## config.mk

```make
export PLATFORM = sky130hd
export DESIGN_NAME = regfile_dump
export DESIGN_NICKNAME = d
export VERILOG_FILES = /design/src/rtl/regfile_pkg.sv /design/src/rtl/dump_out_reg.sv /design/src/rtl/regfile_dump.sv
export SDC_FILE = /design/constraint.sdc
export NUM_CORES = 1
export LEC_CHECK = 0
export CAP_MARGIN = 0
export CORE_AREA = 2 2 78 80
export CTS_BUF_LIST = sky130_fd_sc_hd__clkbuf_8
export DETAILED_ROUTE_END_ITERATION = 16
export DIE_AREA = 0 0 80 82
export PLACE_DENSITY = 0.87
export SYNTH_ARGS = -nofsm -noshare
export SYNTH_HDL_FRONTEND = slang
export SYNTH_HIERARCHICAL = 1
export SYNTH_SLANG_ARGS = --single-unit
```

## constraint.sdc

```tcl
create_clock -name clk -period 6.4 [get_ports clk]
set_clock_uncertainty 0.15 [all_clocks]
set_input_delay 1.28 -clock clk [delete_from_list [all_inputs] [get_ports clk]]
set_output_delay 1.28 -clock clk [all_outputs]
set_load 0.01 [all_outputs]
```

## src/rtl/regfile_pkg.sv

```systemverilog
// Shared constants, state encoding and walk-length helper for the register-file dump engine.
// Optional feature: REGFILE_DUMP_SKIPZERO_EN excludes x0 from the walk.
package regfile_pkg;

  localparam int REG_COUNT  = 32;
  localparam int REG_ADDR_W = $clog2(REG_COUNT);
  localparam int XLEN       = 32;
  localparam int CNT_W      = REG_ADDR_W + 1;

  typedef logic [REG_ADDR_W-1:0] reg_addr_t;
  typedef logic [CNT_W-1:0]      reg_cnt_t;

  typedef enum logic [1:0] {
    ST_IDLE   = 2'd0,
    ST_RUN    = 2'd1,
    ST_FINISH = 2'd2
  } dump_state_e;

  // Number of beats a walk first..last (inclusive, wrapping) will emit.
  function automatic reg_cnt_t walk_len(input reg_addr_t first, input reg_addr_t last);
    reg_addr_t span;
    reg_cnt_t  len;
`ifdef REGFILE_DUMP_SKIPZERO_EN
    reg_addr_t to_zero;
`endif
    span = last - first;
    len  = reg_cnt_t'(span) + reg_cnt_t'(1);
`ifdef REGFILE_DUMP_SKIPZERO_EN
    // x0 lies in the range when the distance from first to 0 fits inside the span.
    to_zero = reg_addr_t'(0) - first;
    if (to_zero <= span) len = len - reg_cnt_t'(1);
`endif
    return len;
  endfunction

endpackage

```

## src/rtl/dump_out_reg.sv

```systemverilog
// Single-entry valid/ready output register for the dump stream: a load overwrites the entry,
// an accepted beat without a new load empties it.
module dump_out_reg
  import regfile_pkg::*;
(
  input  logic            clk,
  input  logic            reset,
  input  logic            load_i,
  input  logic            ready_i,
  input  logic [XLEN-1:0] data_i,
  input  reg_addr_t       addr_i,
  input  logic            last_i,
  output logic            valid_o,
  output logic [XLEN-1:0] data_o,
  output reg_addr_t       addr_o,
  output logic            last_o
);

  logic            valid_q;
  logic [XLEN-1:0] data_q;
  reg_addr_t       addr_q;
  logic            last_q;

  // NOTE: sequential state uses non-blocking assignments so every flop samples pre-edge values.
  always_ff @(posedge clk or negedge reset) begin
    if (!reset) begin
      valid_q <= 1'b0;
      data_q  <= '0;
      addr_q  <= '0;
      last_q  <= 1'b0;
    end else if (load_i) begin
      valid_q <= 1'b1;
      data_q  <= data_i;
      addr_q  <= addr_i;
      last_q  <= last_i;
    end else if (ready_i) begin
      valid_q <= 1'b0;
      last_q  <= 1'b0;
    end
  end

  assign valid_o = valid_q;
  assign data_o  = data_q;
  assign addr_o  = addr_q;
  assign last_o  = last_q;

endmodule

```

## src/rtl/regfile_dump.sv

```systemverilog
// Debug read-out engine: walks x[first_reg]..x[last_reg] (wrapping) through one regfile read
// port and streams each value over valid/ready. Optional REGFILE_DUMP_SKIPZERO_EN skips x0.
module regfile_dump
  import regfile_pkg::*;
(
  input  logic            clk,
  input  logic            reset,
  input  logic            start,
  input  reg_addr_t       first_reg,
  input  reg_addr_t       last_reg,
  output reg_addr_t       rd_addr,
  input  logic [XLEN-1:0] rd_data,
  output logic            busy,
  output logic            out_valid,
  input  logic            out_ready,
  output logic [XLEN-1:0] out_data,
  output reg_addr_t       out_addr,
  output logic            out_last,
  output logic            done
);

  dump_state_e state_q, state_d;
  reg_addr_t   addr_q, addr_d;
  reg_cnt_t    remain_q, remain_d;
  logic        out_free;
  logic        have_work;
  logic        skip_zero;
  logic        load_beat;

  // The output slot can take a new beat when it is empty or being drained this cycle.
  assign out_free  = !out_valid || out_ready;
  assign have_work = (remain_q != '0);

`ifdef REGFILE_DUMP_SKIPZERO_EN
  assign skip_zero = (addr_q == '0);
`else
  assign skip_zero = 1'b0;
`endif

  // NOTE: every signal driven here gets a default first, so no path can infer a latch.
  always_comb begin
    state_d   = state_q;
    addr_d    = addr_q;
    remain_d  = remain_q;
    load_beat = 1'b0;
    unique case (state_q)
      ST_IDLE: begin
        if (start) begin
          addr_d   = first_reg;
          remain_d = walk_len(first_reg, last_reg);
          state_d  = ST_RUN;
        end
      end
      ST_RUN: begin
        if (have_work) begin
          if (out_free) begin
            addr_d = addr_q + reg_addr_t'(1);
            if (!skip_zero) begin
              load_beat = 1'b1;
              remain_d  = remain_q - reg_cnt_t'(1);
            end
          end
        end else if (out_free) begin
          // Final beat accepted (or nothing was ever loaded): wrap up.
          state_d = ST_FINISH;
        end
      end
      ST_FINISH: state_d = ST_IDLE;
      default:   state_d = ST_IDLE;
    endcase
  end

  always_ff @(posedge clk or negedge reset) begin
    if (!reset) begin
      state_q  <= ST_IDLE;
      addr_q   <= '0;
      remain_q <= '0;
    end else begin
      state_q  <= state_d;
      addr_q   <= addr_d;
      remain_q <= remain_d;
    end
  end

  dump_out_reg u_out_reg (
    .clk     (clk),
    .reset   (reset),
    .load_i  (load_beat),
    .ready_i (out_ready),
    .data_i  (rd_data),
    .addr_i  (addr_q),
    .last_i  (remain_q == reg_cnt_t'(1)),
    .valid_o (out_valid),
    .data_o  (out_data),
    .addr_o  (out_addr),
    .last_o  (out_last)
  );

  assign rd_addr = addr_q;
  assign busy    = (state_q == ST_RUN);
  assign done    = (state_q == ST_FINISH);

endmodule

```

==> flow_summary.toml <==
[power_and_ir_drop]
switching_share_pct = 33.8
pwr-share-comb_pct = 50.9
ir_worst_vdd_uv = 201
power_leakage_nw = 1.49
power.density_nw_per_um2 = 479
clkPwrFrac_pct = 13.5
p_int_w = 0.00112
pwr-share-seq_pct = 35.6
p_sw_w = 0.000572

[synthesis]
ys_ff_latch = 52
synth_top_family_by_area = "multiplexers"
synth_flop_cell = "dfrtp_1"
yosys.area.top_type = "dfrtp_1"
synth_common_cells = "dfrtp_1, mux2_2, o21ai_0, inv_1"
synthTopCellsByArea = "dfrtp_1, mux2_2, ha_1"
synth-seq-area-share_pct = 52.8
async_flop_share_pct = 100
synth_fa_ha_area_share_pct = 5.38
yosys.area_share.simple_pct = 9.34
synth_area_um2 = 2460
synth_edf_count = 0
synth_cell_types = 40
syn_inst = 199
muxShareOfSynthArea_pct = 16.9
synth-xor-area-share_pct = 2.13
yosys_warnings = 6
synth-compound-area-share_pct = 8.83
syn-num-nets = 255
synth_most_common_cell = "dfrtp_1"
yosysTopAreaCellShare_pct = 52.8
syn_area_per_cell_um2 = 12.4

[global_route]
grt.overflow.total = 0
grt_pass1_vias = 1915
grt_max_degree = 53
grt_pass1_wl_mm = 8.33
antenna_found_initial = 0
grt_use_total_pct = 16.3

[detailed_routing]
totalWireLength_mm = 5.12
post-route-drc-count = 0
initialDrtViolationCount = 56
vias = 1860
ant_nets = 0
dr.pass1.iters = 4
routedWlPerCell_um = 14.0
viasPerCell = 5.08

[final_layout]
final_cell_area_um2 = 3530
register_area_um2 = 1300
area_growth_pct = 43.3
nets = 346
fill_cells = 465
drive_gt1_share_pct = 18.6
multi_input_area_um2 = 1060
antennaDiodeCount = 0

[critical_path]
critical-path-slowest-cell = "clkdlybuf4s50_1"
crit_arrival_ps = 2160
crit_path_end_kind = "primary output"
cp-start-kind = "register"
crit_path_max_fanout = 20
path_delay_family = "buffers and inverters"
crit_type = "register to primary output"
worst-path-buf-inv = 2
path_cells = "nand2b_1 -> inv_1 -> clkdlybuf4s50_1"
required_ps = 4970
max_stage_delay_ps = 560

[flow_run]
max-cap-violations = 0

[clocking]
clk_pin_slew_worst_paths_ps = 90
tritoncts = "done"
cts.repair.resized = 0
clk_latency_ps = 290
cts_sinks = 52
post_cts_buffers = 0
clockBufferDepth = 2
cts_root_buf = "clkbuf_8"
h-tree-depth = 2
cts_hold_buf = 0
cts_buffers = 5

[placed_design]
place.gp.congestion = 0.867
dp_hpwl_mm = 3.88
place_area_um2 = 3410
portBuffers = 91

[worst_hold_path]
min_path_type = "register to register"

[floorplanning]
core_um2 = 5750
rows = 28
die_w_um = 80
ios = 92
start_util_pct = 42.9
die-area_um2 = 6560
die_h_um = 82

[sta]
worstMarginPinSlew_ps = 1110
layout_min_cycle_time_ps = 3590
rsz0062_at_grt = "false"
clock.fmax_mhz = 279
finalSetupViolCount = 0
setup_tns_ps = 0
slew_violations = 0
final-hold-violation-count = 0
period_share_pct = 56.1
max_slew_margin_pct = 26.2

[outcome]
outcome = "complete, no violations"
==> worst register-to-register path, cell delays in order, from the launching register on <==
cell      delay, ps
dfrtp_1         440
nand2b_1        550
a221oi_4         60
nor2_1          860
nor3_1           80
a211o_2         330
==> kinds of logic (layout without fill, tap and decap cells) <==
| group | after synthesis | count (layout) |
|---|---|---|
| flip-flops | 52 | 52 |
| AND/OR/NAND/NOR | 41 | 41 |
| multiplexers | 37 | 37 |
| AO/OA/AOI/OAI | 34 | 34 |
| buffers and inverters | 19 | 111 |
| adder cells (fa/ha/maj) | 10 | 10 |
| XOR/XNOR | 6 | 6 |
==> state kept, by name, indices dropped and copies added, names as in the netlist <==
name	count
u_out_reg/valid_o	1
u_out_reg/last_o	1
remain_q	6
state_q	2
u_out_reg/addr_o	5
rd_addr	5
u_out_reg/data_o	32
==> power by group through the flow <==
stage               registers, W  logic [W]  clock network [W]
floorplan               0.000659   0.000439                  0
global placement        0.000599   0.000846                  0
detailed placement      0.000612   0.000866                  0
CTS                     0.000604   0.000869           0.000236
global route            0.000628   0.000934           0.000249
finish                  0.000602   0.000861           0.000229
==> cell usage in the layout, fill, tap and decap left out, types with 4 or more instances in the layout <==
cell / n
ha_1: 9
nand2_1: 6
nand3_1: 5
a21oi_1: 9
clkdlybuf4s50_1: 90
mux2_2: 37
clkbuf_8: 6
o21ai_0: 12
dfrtp_1: 52
inv_1: 11
nor3_1: 4
nor2_1: 9
==> final timing paths <==
path | startpoint | to | slack (ps) | depth (start not counted)
min in group asynchronous | reset | u_out_reg/data_o[26] | 1050 | 1
worst min register to register | u_out_reg/data_o[22] | u_out_reg/data_o[22] | 360 | 1
worst max register to register | state_q[0] | rd_addr[0] | 3810 | 5
max in group asynchronous | reset | rd_addr[2] | 4380 | 1
worst max-delay path | state_q[0] | busy | 2810 | 3
worst min-delay path | u_out_reg/data_o[22] | u_out_reg/data_o[22] | 360 | 1
==> final cells by class <==
| class | count | share of cell area [%] |
|---|---|---|
| tap | 75 | 2.66 |
| inverter | 11 | 1.17 |
| timing repair buffer | 92 | 25.9 |
| sequential | 52 | 36.8 |
| clock buffer | 6 | 2.34 |
| clock inverter | 2 | 1.10 |
| multi-input combinational | 128 | 30.0 |
==> per-layer routing <==
metal  global-route usage (%)  routed length [µm]  up-vias
li1                         -                   -      886
met1                     19.4                2190      889
met2                     29.1                2540       81
met3                     2.64                 313        4
met4                     6.95                  72        0
met5                        0                   0        -
==> through the flow <==
step / worst slack (ps) / utilization (%) / power [W] / instances / hold WS [ps]
after floorplan: 3510 / - / 0.00110 / 199 / 359
after CTS: 2830 / 61.5 / 0.00171 / 366 / 365
after global placement: 2890 / 59.4 / 0.00144 / 358 / 339
final: 2810 / 61.5 / 0.00169 / 366 / 357
after detailed placement: 2870 / 59.4 / 0.00148 / 358 / 345
after global routing: 2670 / 61.5 / 0.00181 / 366 / 372
No activity file was read; power rests on OpenSTA's default activity.
